### config.mk
export PLATFORM = sky130hd
export DESIGN_NAME = regfile_2r1w
export DESIGN_NICKNAME = d
export VERILOG_FILES = /design/src/rtl/regfile_2r1w.sv
export SDC_FILE = /design/constraint.sdc
export NUM_CORES = 1
export LEC_CHECK = 0
export BUFFER_PORTS_ARGS = -buffer_cell sky130_fd_sc_hd__buf_2
export CORE_AREA = 10 10 128 130
export CTS_CLUSTER_SIZE = 28
export DETAILED_ROUTE_END_ITERATION = 6
export DIE_AREA = 0 0 138 140
export PLACE_DENSITY = 0.77
export SYNTH_ARGS = -nofsm -noshare
export SYNTH_HDL_FRONTEND = slang
export SYNTH_SLANG_ARGS = --single-unit
### constraint.sdc
create_clock -name clk -period 1.3 [get_ports clk]
set_input_delay 0.26 -clock clk [delete_from_list [all_inputs] [get_ports clk]]
set_output_delay 0.26 -clock clk [all_outputs]
set_load 0.05 [all_outputs]
### src/rtl/regfile_2r1w.sv
// Two-read/one-write register file with registered outputs, write bypass and busy scoreboard.
// Optional macro REGFILE_ZERO_REG_EN hardwires register 0 to zero and makes it unreservable.
`timescale 1ns/1ps
module regfile_2r1w #(
  parameter int DW = 16,
  parameter int AW = 3
) (
  input  logic          clk,
  input  logic          rst_n,
  input  logic          write,
  input  logic [AW-1:0] writenum,
  input  logic [DW-1:0] data_in,
  input  logic [AW-1:0] readnum_a,
  input  logic [AW-1:0] readnum_b,
  input  logic          rsv,
  input  logic [AW-1:0] rsvnum,
  output logic [DW-1:0] data_out_a,
  output logic [DW-1:0] data_out_b,
  output logic          busy_a,
  output logic          busy_b,
  output logic          rsv_err
);
  localparam int unsigned DEPTH = 2 ** AW;

  logic [DW-1:0]    regs_q [DEPTH];
  logic [DW-1:0]    regs_d [DEPTH];
  logic [DEPTH-1:0] busy_q, busy_d;
  logic [DW-1:0]    data_out_a_q, data_out_a_d;
  logic [DW-1:0]    data_out_b_q, data_out_b_d;
  logic             busy_a_q, busy_a_d;
  logic             busy_b_q, busy_b_d;
  logic             rsv_err_q, rsv_err_d;
  logic             wr_en, rsv_en;

`ifdef REGFILE_ZERO_REG_EN
  assign wr_en  = write && (writenum != '0);
  assign rsv_en = rsv && (rsvnum != '0);
`else
  assign wr_en  = write;
  assign rsv_en = rsv;
`endif

  // Reads index the post-edge image, which yields the bypass and the
  // post-edge busy value; reserve checks busy after the write has cleared it.
  always_comb begin
    regs_d    = regs_q;
    busy_d    = busy_q;
    rsv_err_d = 1'b0;
    if (wr_en) begin
      regs_d[writenum] = data_in;
      busy_d[writenum] = 1'b0;
    end
    if (rsv_en) begin
      rsv_err_d        = busy_d[rsvnum];
      busy_d[rsvnum]   = 1'b1;
    end
    data_out_a_d = regs_d[readnum_a];
    data_out_b_d = regs_d[readnum_b];
    busy_a_d     = busy_d[readnum_a];
    busy_b_d     = busy_d[readnum_b];
  end

  always_ff @(posedge clk or negedge rst_n) begin
    if (!rst_n) begin
      for (int unsigned i = 0; i < DEPTH; i++) begin
        regs_q[i] <= '0;
      end
      busy_q       <= '0;
      data_out_a_q <= '0;
      data_out_b_q <= '0;
      busy_a_q     <= 1'b0;
      busy_b_q     <= 1'b0;
      rsv_err_q    <= 1'b0;
    end else begin
      for (int unsigned i = 0; i < DEPTH; i++) begin
        regs_q[i] <= regs_d[i];
      end
      busy_q       <= busy_d;
      data_out_a_q <= data_out_a_d;
      data_out_b_q <= data_out_b_d;
      busy_a_q     <= busy_a_d;
      busy_b_q     <= busy_b_d;
      rsv_err_q    <= rsv_err_d;
    end
  end

  assign data_out_a = data_out_a_q;
  assign data_out_b = data_out_b_q;
  assign busy_a     = busy_a_q;
  assign busy_b     = busy_b_q;
  assign rsv_err    = rsv_err_q;
endmodule
Word level (Yosys, flattened, before mapping)
Cells that the tools add are included.

Muxes and demuxes: 23. Reduce and logical (&&, ||, !) cells: 3. Bitwise operators: 6. Magnitude comparators: 10.

Operators with widths (number): 128-bit bitwise mux (1); 128-bit two-way mux (1); 16-bit binary-select mux with 3-bit select (2); 16-bit two-way mux (5); 16-bit demux with 3-bit select (1); 3-bit by 4-bit < comparator with 1-bit output (second input constant) (4); 8-bit two-way mux (2); 4-bit >= comparator (second input constant) (3); 3-bit inverter with 4-bit output (3); 1-bit binary-select mux with 3-bit select (3); 8-bit bitwise AND (1); 8-bit inverter (1); 8-bit OR (1); 1-bit demux with 3-bit select (2); 3-bit by 1-bit >= comparator with 1-bit output (second input constant) (2); 1-bit two-way mux (6); 4-bit by 1-bit < comparator with 1-bit output (second input constant) (1); 1-bit logical AND (3).

Word-level logic and storage cells: 56. Flip-flop bits (word level): 171.

Longest topological paths before layout
Gate-level depths: netlist of the first run.

Depth after elaboration: 11. Depth in mapped cells: 7. Gate-level depth less buffers: 5.

Worst setup path after synthesis of the first run
No wires, ideal clock.

Kind: input -> register. Start point: input port readnum_a[0]. End point: register data_out_a_q[4] (netlist: data_out_a[4]). Stages on the path: 5. Data arrival time: 1.546 ns. Setup slack: -0.366 ns. Path buffers: 2. Data required time: 1.180 ns. Cell sequence: clkbuf_1 nor3b_1 clkbuf_1 a22oi_1 and3_1.

Word-level cells in the longest chain between the ends: 4.

Ends and longest elaborated chain: start, declared (line 13) `input logic [AW-1:0] readnum_a,`; 3-bit inverter with 4-bit output (not written as such) (line 57) `data_out_a_d = regs_d[readnum_a];`; 16-bit binary-select mux with 3-bit select (line 57); 16-bit two-way mux (not written as such) (2 in a row) (line 57); via data_out_a_d[4] (line 28) `logic [DW-1:0] data_out_a_q, data_out_a_d;`; end signal, assigned (line 79) `data_out_a_q <= data_out_a_d;`; end, declared (line 28).

The timed path passes the listed nets, and every way through them passes these cells. The select of a mux whose other input is x is not followed.

Final worst setup path of the first run
Start point: input port writenum[2]. End point: register data_out_b_q[7] (netlist: data_out_b[7]).

Word-level cells in the longest chain between the ends: 10. Elaborated cells between the ends (all ways): 11.

Ends and longest elaborated chain: start, declared (line 11) `input logic [AW-1:0] writenum,`; 3-bit inverter with 4-bit output (not written as such) * (line 50) `regs_d[writenum] = data_in;`; 4-bit >= comparator (not written as such) / 4-bit by 1-bit < comparator with 1-bit output (equally long branches) (line 50); 1-bit logical AND (not written as such) (line 50); 16-bit two-way mux (not written as such) (line 50); 16-bit demux with 3-bit select * (line 50); 128-bit bitwise mux * (line 50); 128-bit two-way mux * (line 49) `if (wr_en) begin`; 16-bit binary-select mux with 3-bit select * (line 58) `data_out_b_d = regs_d[readnum_b];`; 16-bit two-way mux (not written as such) * (2 in a row) (line 58); via data_out_b_d[7] (line 29) `logic [DW-1:0] data_out_b_q, data_out_b_d;`; end signal, assigned (line 80) `data_out_b_q <= data_out_b_d;`; end, declared (line 29).

Mark *: on every way through the listed nets, which the timed path passes. The rest lies on a longest branch. The select of a mux whose other input is x is not followed.

==> impl_metrics.tcl, run 1 <==
set metrics [dict create \
    start_util 0.589 \
    cts_buffer_depth 2 \
    clock_latency_ns 0.45 \
    hpwl_um 18900 \
    cpMaxStageDelayCell "a2111oi_4" \
    nets 1013 \
    cp_slowest_stage_delay_ns 0.32 \
    die_h_um 140 \
    seq_area_mm2 0.00428 \
    critical_path_buf_inv_count 2 \
    hold_path_class "in -> reg" \
    netlist_top_cells_count "171 x dfrtp_1, 121 x inv_1, 114 x mux2i_1" \
    outcome "finished with violations" \
    vias 7944 \
    drt_pre_antenna_iters 5 \
    gr-usage-all-layers 0.294 \
    wl_per_cell_um 27.5 \
    drv_cap 0 \
    row_count 43 \
    crit_arrival_ns 1.91 \
    synth_top_flop_cell "dfrtp_1" \
    grt_pass1_vias 7963 \
    synthesis.nets 765 \
    drt-initial-drc-count 1055 \
    peakVddDrop_mv 1.24 \
    power_per_cell_area_mw_per_mm2 1540 \
    synth-edff-count 0 \
    period_share 1.22 \
    drv_slew 0 \
    start_kind "input port" \
    finalWirelength_um 32300 \
    wl_met1_um 11100 \
    port_buffers 66 \
    viasPerCell 6.77 \
    rsz0062_at_grt "true" \
    tightestPinTransition_ns 0.507 \
    worstSetupPathType "in -> reg" \
    hold_slack_ns 0.168 \
    worst_slew_margin_rel 0.660 \
    die_x_um 138 \
    grt_overflow 0 \
    clock_skew_ns 0.00671 \
    area_delta_synth_final_pct 46.4 \
    failed_checks "setup timing" \
    routed-wl-met3_um 3270 \
    dieArea_mm2 0.0193 \
    setup_violations 35 \
    synth_top_cell_by_area "dfrtp_1" \
    antenna_found_initial 1 \
    path_delay_family "compound AO/OA/AOI/OAI gates" \
    endpoint_kind "flop" \
    fmax_ghz 0.632 \
    nFillCells 600 \
    top_layer "met5" \
    syn_area_per_cell_um2 11.1 \
    cts_made_buffers 17 \
    route.detailed.drc 0 \
    yosysTopAreaCellShare 0.528 \
    synth_area_mm2 0.00811 \
    synth_async_sr_flop_share 1.00 \
    globalplace.congestion 0.959 \
    finalHoldViolCount 0 \
    power_leakage_nw 5.85 \
    h-tree-depth 4 \
    cp_cell_sequence "buf_4, and4bb_2, buf_6, mux2i_2, a22oi_1, o211ai_1, a2111oi_4" \
    drive_above_1_share 0.459 \
    yosysWarningCount 0 \
    wl_met2_um 15200 \
    min_period_ns 1.58 \
    clock_sinks 171 \
    ys_ff_latch 171 \
    synth.most_common_cell "dfrtp_1" \
    core_area_mm2 0.0138 \
    synthCells 733 \
    total_power_w 0.0183 \
    crit_required_ns 1.63 \
    cp_max_fo 9 \
    ys_seq_area_frac 0.528 \
    ant_nets 0 \
    io_pins 67 \
    synth_area_leaders "dfrtp_1 53%, mux2i_1 14%, inv_1 5.6%, a22oi_1 5.6%, a221oi_1 1.9%" \
    clk_pin_slew_worst_paths_ns 0.07 \
    multi_input_area_mm2 0.00394 \
    grt_max_degree 55 \
    setup_slack_ns -0.282 \
    cts_root_buf "clkbuf_16" \
    cts_tree "done" \
    grt_pass1_wl_um 44800 \
    ys_types 49 \
]
[final timing paths]
kind / from / cells after the start / endpoint / slack (ns)
worst max-delay path: writenum[2] / 7 / data_out_b[7] / -0.28
worst min-delay path: rsvnum[1] / 3 / rsv_err / 0.17
worst max register to register: regs_q[25] / 5 / data_out_b[9] / -0.21
worst min register to register: regs_q[88] / 2 / regs_q[88] / 0.52
max in group asynchronous: rst_n / 3 / regs_q[47] / 0.53
min in group asynchronous: rst_n / 2 / busy_q[6] / 0.22
[registers in the layout (all words and copies together) (netlist names)]
| name | cells |
|---|---|
| regs_q | 128 |
| data_out_a | 16 |
| data_out_b | 16 |
| busy_q | 8 |
| busy_a | 1 |
| busy_b | 1 |
| rsv_err | 1 |
[power by group]
group / switching, W / internal, W
sequential: 0.000580 / 0.00645
combinational: 0.00344 / 0.00251
clock: 0.00223 / 0.00313
total: 0.00625 / 0.0121
[placed cells by master, fill, tap and decap left out, drive strengths merged, types with 7 or more instances in the layout]
master,count
and3,25
buf,269
a221oi,21
a22oi,60
nand3,7
inv,125
nand2,29
nor2,7
clkbuf,28
dfrtp,171
o22ai,23
a22o,15
mux2i,114
o21ai,10
mux2,12
nor3,14
[cell type report]
cell class / instances / share of cell area
Clock inverter: 12 / 0.0136
Clock buffer: 19 / 0.0381
Multi-Input combinational cell: 390 / 0.332
Sequential cell: 171 / 0.360
Inverter: 122 / 0.0387
Timing Repair Buffer: 279 / 0.198
Tap cell: 180 / 0.0190
Antenna cell: 1 / 0.000211
[cells by family (layout without fill, tap and decap cells)]
kind of cell	Yosys count	in the layout	synth area share
compound gates	153	153	0.145
buf+inv	172	432	0.0910
simple gates	111	111	0.0792
mux	126	126	0.157
other cells	0	1	0
flops	171	171	0.528
[per-layer routing]
layer	global-route usage	vias to the layer above
met5	0	-
met4	0.179	2
met3	0.0727	251
met2	0.487	701
met1	0.338	3888
li1	-	3102
[what timing repair did]
item / in CTS / in global routing
pin swaps: 31 / 34
cloned: 1 / 0
resized for setup: 112 / 102
endpoints found under the hold margin: 171 / 0
buffers inserted: 6 / 10
setup endpoints to repair: 50 / 61
hold buffers: 1 / 0
[tightest hold or removal path: cells and delay by family]
family                 cells  cell delay [ns]
AO/OA/AOI/OAI              1             0.08
buffers and inverters      2             0.23
[metrics by stage]
| step | cells | instance area [um^2] | worst slack, ns | TNS (ns) | utilization |
|---|---|---|---|---|---|
| after CTS | 1163 | 11400 | -0.0967 | -1.28 | 0.830 |
| after floorplan | 733 | 8320 | -0.182 | -4.90 | - |
| after detailed placement | 1125 | 10200 | -0.688 | -51.51 | 0.740 |
| after global routing | 1174 | 11900 | -0.234 | -5.50 | 0.862 |
| final | 1174 | 11900 | -0.282 | -4.12 | 0.862 |
| after global placement | 1125 | 10200 | -0.637 | -40.35 | 0.740 |
Power figures use the tool's default switching activity.
==> run 2, diff against run 1 <==
CORE_AREA = 10 10 94 178   (was 10 10 128 130)
DIE_AREA = 0 0 104 188   (was 0 0 138 140)
PLACE_DENSITY = 0.76   (was 0.77)
==> impl_metrics.tcl, run 2 (same netlist as run 1, synthesis figures left out) <==
set metrics [dict create \
    antenna_found_initial 1 \
    cts_buffer_depth 2 \
    grt_max_degree 48 \
    wl_per_cell_um 33.2 \
    crit_arrival_ns 1.95 \
    grt_pass1_wl_um 45500 \
    setup_slack_ns -0.317 \
    layout_commonest_cell "buf_4" \
    clock_sinks 171 \
    seq_area_mm2 0.00428 \
    hpwl_um 19000 \
    nets 1041 \
    finalWirelength_um 40200 \
    cp_slowest_stage_delay_ns 0.41 \
    area_delta_synth_final_pct 57.9 \
    grt_overflow 0 \
    vias 8596 \
    final_cell_mix "203 x buf_4, 171 x dfrtp_1, 117 x inv_1" \
    holdPathStages 3 \
    power_per_cell_area_mw_per_mm2 1520 \
    port_buffers 66 \
    die_h_um 188 \
    p_seq_frac 0.370 \
    rsz0062_at_grt "true" \
    reg2reg_slack_ns -0.25 \
    combPwrFrac 0.349 \
    core_area_mm2 0.0139 \
    drt-initial-drc-count 1274 \
    drt_pre_antenna_iters 6 \
    largest_register "regs_q" \
    io_pins 67 \
    globalplace.congestion 0.961 \
    cpMaxStageDelayCell "o32ai_4" \
    worst_slew_margin_rel 0.505 \
    setup_violations 53 \
    route.detailed.drc 0 \
    ant_nets 0 \
    worstSetupPathType "in -> reg" \
    cts_tree "done" \
    outcome "finished with violations" \
    hp-start "rsvnum[2]" \
    hold_path_class "in -> reg" \
    finalHoldViolCount 0 \
    tightestPinTransition_ns 0.740 \
    start_kind "input port" \
    clock_latency_ns 0.45 \
    timing.rr.end "data_out_a[9]" \
    start_util 0.584 \
    row_count 61 \
    fin_tns_setup_ns -6.02 \
    drv_cap 0 \
    drv_slew 0 \
    peakVddDrop_mv 1.22 \
    drive_above_1_share 0.521 \
    viasPerCell 7.10 \
    whs_endpoint "busy_q[7]" \
    h-tree-depth 4 \
    min_period_ns 1.62 \
    die_x_um 104 \
    cp_max_fo 5 \
    worstReg2RegStart "regs_q[25]" \
    total_power_w 0.0195 \
    nFillCells 465 \
    period_share 1.24 \
    dieArea_mm2 0.0196 \
    swShare 0.362 \
    grt_pass1_vias 8167 \
    gr-usage-all-layers 0.299 \
    clk_pin_slew_worst_paths_ns 0.08 \
    cts_made_buffers 17 \
    crit_required_ns 1.64 \
    power_leakage_nw 6.09 \
    cts_root_buf "clkbuf_16" \
    clock_skew_ns 0.0134 \
    diodes 0 \
    fmax_ghz 0.619 \
    p_sw_w 0.00705 \
    multi_input_area_mm2 0.00443 \
    cp_cell_sequence "buf_12, nand4b_1, buf_6, buf_4, mux2_4, o32ai_4, a221oi_2, and3_1" \
    pwr-share-clk 0.281 \
    r2r_cells 4 \
    largest_register_ffs 128 \
    endpoint_kind "flop" \
    internal_power_w 0.0124 \
    failed_checks "setup timing" \
]
-- run 2: changes by cell type in the layout (fill, tap and decap cells not counted), moves of 4 or more --
| cell | change |
|---|---|
| a22oi_1 | -10 |
| a22oi_2 | +10 |
| buf_12 | +7 |
| buf_4 | +6 |
| buf_6 | +8 |
| clkbuf_16 | +5 |
| mux2_2 | -5 |
| mux2_4 | +5 |
| mux2i_1 | -23 |
| mux2i_4 | +24 |
| o22ai_1 | -11 |
| o22ai_2 | +7 |
| o22ai_4 | +4 |
-- run 2: stage by stage --
stage / utilization / hold WS, ns / instance area, um^2 / cells / setup WS, ns
finish: 0.922 / 0.175 / 12800 / 1211 / -0.317
global route: 0.922 / 0.171 / 12800 / 1211 / -0.329
CTS: 0.817 / 0.146 / 11400 / 1183 / -0.131
detailed placement: 0.744 / 0.180 / 10300 / 1138 / -0.718
global placement: 0.744 / 0.180 / 10300 / 1138 / -0.645
floorplan: - / -0.0356 / 8320 / 733 / -0.182
-- run 2: layout make-up --
class	count	share of cell area
clock buffer	19	0.0346
clock inverter	13	0.0128
inverter	122	0.0359
multi-input combinational	390	0.346
sequential	171	0.334
tap	189	0.0185
timing repair buffer	307	0.218
-- run 2: worst max-delay path: cells and delay by family --
kind / cells / cell delay [ns]
AOI/OAI and AO/OA: 2 / 0.48
muxes: 1 / 0.37
buffers and inverters: 3 / 0.43
and+or+nand+nor: 2 / 0.40
-- run 2: power groups by stage --
| stage | combinational [W] | sequential (W) | clock (W) |
|---|---|---|---|
| 2_1_floorplan | 0.00200 | 0.00753 | 0 |
| 4_1_cts | 0.00514 | 0.00685 | 0.00530 |
| 3_5_place_dp | 0.00480 | 0.00691 | 0 |
| 5_1_grt | 0.00699 | 0.00724 | 0.00570 |
| 6_report | 0.00678 | 0.00721 | 0.00547 |
| 3_3_place_gp | 0.00464 | 0.00685 | 0 |
-- run 2: per-layer routing --
metal | vias to the layer above | track usage | share of wire
met5 | - | 0 | 0
met4 | 0 | 0.194 | 0.098
met3 | 363 | 0.0800 | 0.12
met2 | 943 | 0.510 | 0.48
met1 | 4135 | 0.317 | 0.30
li1 | 3155 | - | -
-- run 2: worst max-delay path by stage --
stage,end,start,depth (start not counted),slack (ns)
global route,busy_a,writenum[2],9,-0.33
detailed placement,data_out_a[3],writenum[2],8,-0.72
global placement,data_out_a[3],writenum[2],8,-0.64
CTS,data_out_b[8],writenum[1],8,-0.13
finish,data_out_a[9],writenum[0],8,-0.32
floorplan,data_out_b[3],writenum[0],7,-0.18
-- run 2: what timing repair did --
item / 4_1_cts / 5_1_grt
pin swaps: 7 / 57
endpoints found under the setup margin: 50 / 54
endpoints found under the hold margin: 28 / 0
resized for setup: 63 / 228
cloned: 2 / 5
setup buffers: 10 / 23
hold buffers: 1 / 0
==> run 3, diff against run 2 <==
CORE_AREA = 10 10 128 130   (was 10 10 94 178)
DIE_AREA = 0 0 138 140   (was 0 0 104 188)
GPL_TIMING_DRIVEN = 0   (was default)
PLACE_DENSITY = 0.77   (was 0.76)
==> impl_metrics.tcl, run 3 (same netlist as run 1, synthesis figures left out) <==
set metrics [dict create \
    outcome "finished with violations" \
    failed_checks "setup timing" \
    wl_per_cell_um 29.5 \
    hold_slack_ns 0.142 \
    cts_made_buffers 17 \
    fin_util 0.837 \
    finalWirelength_um 31300 \
    die_h_um 140 \
    cpMaxStageDelayCell "and4bb_4" \
    antenna_found_initial 1 \
    cp_slowest_stage_delay_ns 0.39 \
    die_x_um 138 \
    largest_register_ffs 128 \
    dp_cells 965 \
    area_delta_synth_final_pct 42.2 \
    nets 899 \
    power_per_cell_area_mw_per_mm2 1510 \
    row_count 43 \
    globalplace.congestion 0.938 \
    setup_violations 39 \
    cp_max_fo 6 \
    viasPerCell 6.99 \
    tightestPinTransition_ns 0.770 \
    drt-initial-drc-count 1087 \
    multi_input_area_mm2 0.00427 \
    h-tree-depth 4 \
    drt_pre_antenna_iters 7 \
    start_util 0.589 \
    cts_root_buf "clkbuf_16" \
    drive_above_1_share 0.408 \
    route.detailed.drc 0 \
    setup_slack_ns -0.213 \
    core_area_mm2 0.0138 \
    rsz0062_at_grt "true" \
    clk_pin_slew_worst_paths_ns 0.06 \
    clock_skew_ns 0.00619 \
    drv_slew 0 \
    path_delay_family "simple AND/OR/NAND/NOR gates" \
    power_leakage_nw 5.42 \
    ant_nets 0 \
    grt_overflow 0 \
    endpoint_kind "flop" \
    io_pins 67 \
    drv_cap 0 \
    total_power_w 0.0174 \
    gr-usage-all-layers 0.266 \
    worst_slew_margin_rel 0.486 \
    instances_no_fill 1061 \
    cp_cell_sequence "buf_12, and4bb_4, buf_12, clkbuf_16, mux2i_2, a22oi_1, nand2_1, nor3_2" \
    min_period_ns 1.51 \
    finalHoldViolCount 0 \
    clock_sinks 171 \
    crit_arrival_ns 1.88 \
    cp_common_cell "buf_12" \
    largest_register "regs_q" \
    cts_buffer_depth 2 \
    hold_path_class "in -> reg" \
    worstSetupPathType "in -> reg" \
    final_cell_mix "171 x dfrtp_1, 118 x inv_1, 49 x buf_4" \
    cts_tree "done" \
    hpwl_um 15400 \
    nFillCells 627 \
    grt_pass1_wl_um 40100 \
    grt_pass1_vias 6948 \
    port_buffers 51 \
    dieArea_mm2 0.0193 \
    layout_commonest_cell "dfrtp_1" \
    critical_path_buf_inv_count 3 \
    grt_max_degree 107 \
    seq_area_mm2 0.00428 \
    clock_latency_ns 0.45 \
    fin_tns_setup_ns -4.03 \
    crit_required_ns 1.67 \
    period_share 1.16 \
    start_kind "input port" \
    peakVddDrop_mv 1.15 \
    vias 7418 \
    fmax_ghz 0.661 \
]
## run 3: changes by cell type in the layout (fill, tap and decap cells not counted), sizes merged
cell	before	now
clkbuf	32	66
inv	125	122
bufinv	3	2
diode	0	1
clkinv	5	8
clkinvlp	2	1
buf	293	119
## run 3: power breakdown
group	switching, W	internal, W	total (W)	leakage (nW)
combinational	0.00326	0.00199	0.00524	3.09
sequential	0.000580	0.00645	0.00703	2.04
clock	0.00217	0.00292	0.00509	0.287
## run 3: layout make-up
cell class / instances / share of cell area
Multi-Input combinational cell: 390 / 0.370
Tap cell: 180 / 0.0195
Antenna cell: 1 / 0.000217
Timing Repair Buffer: 116 / 0.108
Clock buffer: 21 / 0.0399
Clock inverter: 11 / 0.0103
Buffer: 49 / 0.0406
Inverter: 122 / 0.0398
Sequential cell: 171 / 0.371
## run 3: final timing paths
path / cells after the start / start / slack, ns / to
worst max-delay path: 8 / writenum[1] / -0.21 / data_out_b[11]
worst min-delay path: 3 / rsv / 0.14 / rsv_err
worst max register to register: 4 / regs_q[25] / -0.14 / data_out_a[9]
worst min register to register: 2 / regs_q[83] / 0.51 / regs_q[83]
max in group asynchronous: 3 / rst_n / 0.22 / regs_q[97]
min in group asynchronous: 2 / rst_n / 0.38 / regs_q[113]
## run 3: what timing repair did
| item | in CTS | in global routing |
|---|---|---|
| pin swaps | 19 | 45 |
| hold buffers | 1 | 0 |
| resized for setup | 136 | 157 |
| setup endpoints to repair | 41 | 160 |
| cloned | 4 | 9 |
| buffers inserted | 19 | 31 |
| endpoints found under the hold margin | 65 | 0 |
## run 3: stage by stage
step | cell area, um^2 | setup WS (ns)
floorplan | 8320 | -0.182
global placement | 8800 | -2.50
detailed placement | 8840 | -1.22
CTS | 10400 | -0.0806
global route | 11500 | -0.224
finish | 11500 | -0.213
## run 3: routing by layer
layer / track usage / vias to the layer above / routed length (um)
li1: - / 2882 / -
met3: 0.0629 / 242 / 3890
met1: 0.335 / 3585 / 10800
met5: 0.0105 / - / 0
met2: 0.412 / 709 / 14100
met4: 0.154 / 0 / 2480
## run 3: worst reg2reg max path: stages (launching register included)
cell and delay [ns]:
dfrtp_1 0.40, mux2_2 0.34, o32ai_4 0.31, a221oi_2 0.07, and3_1 0.20
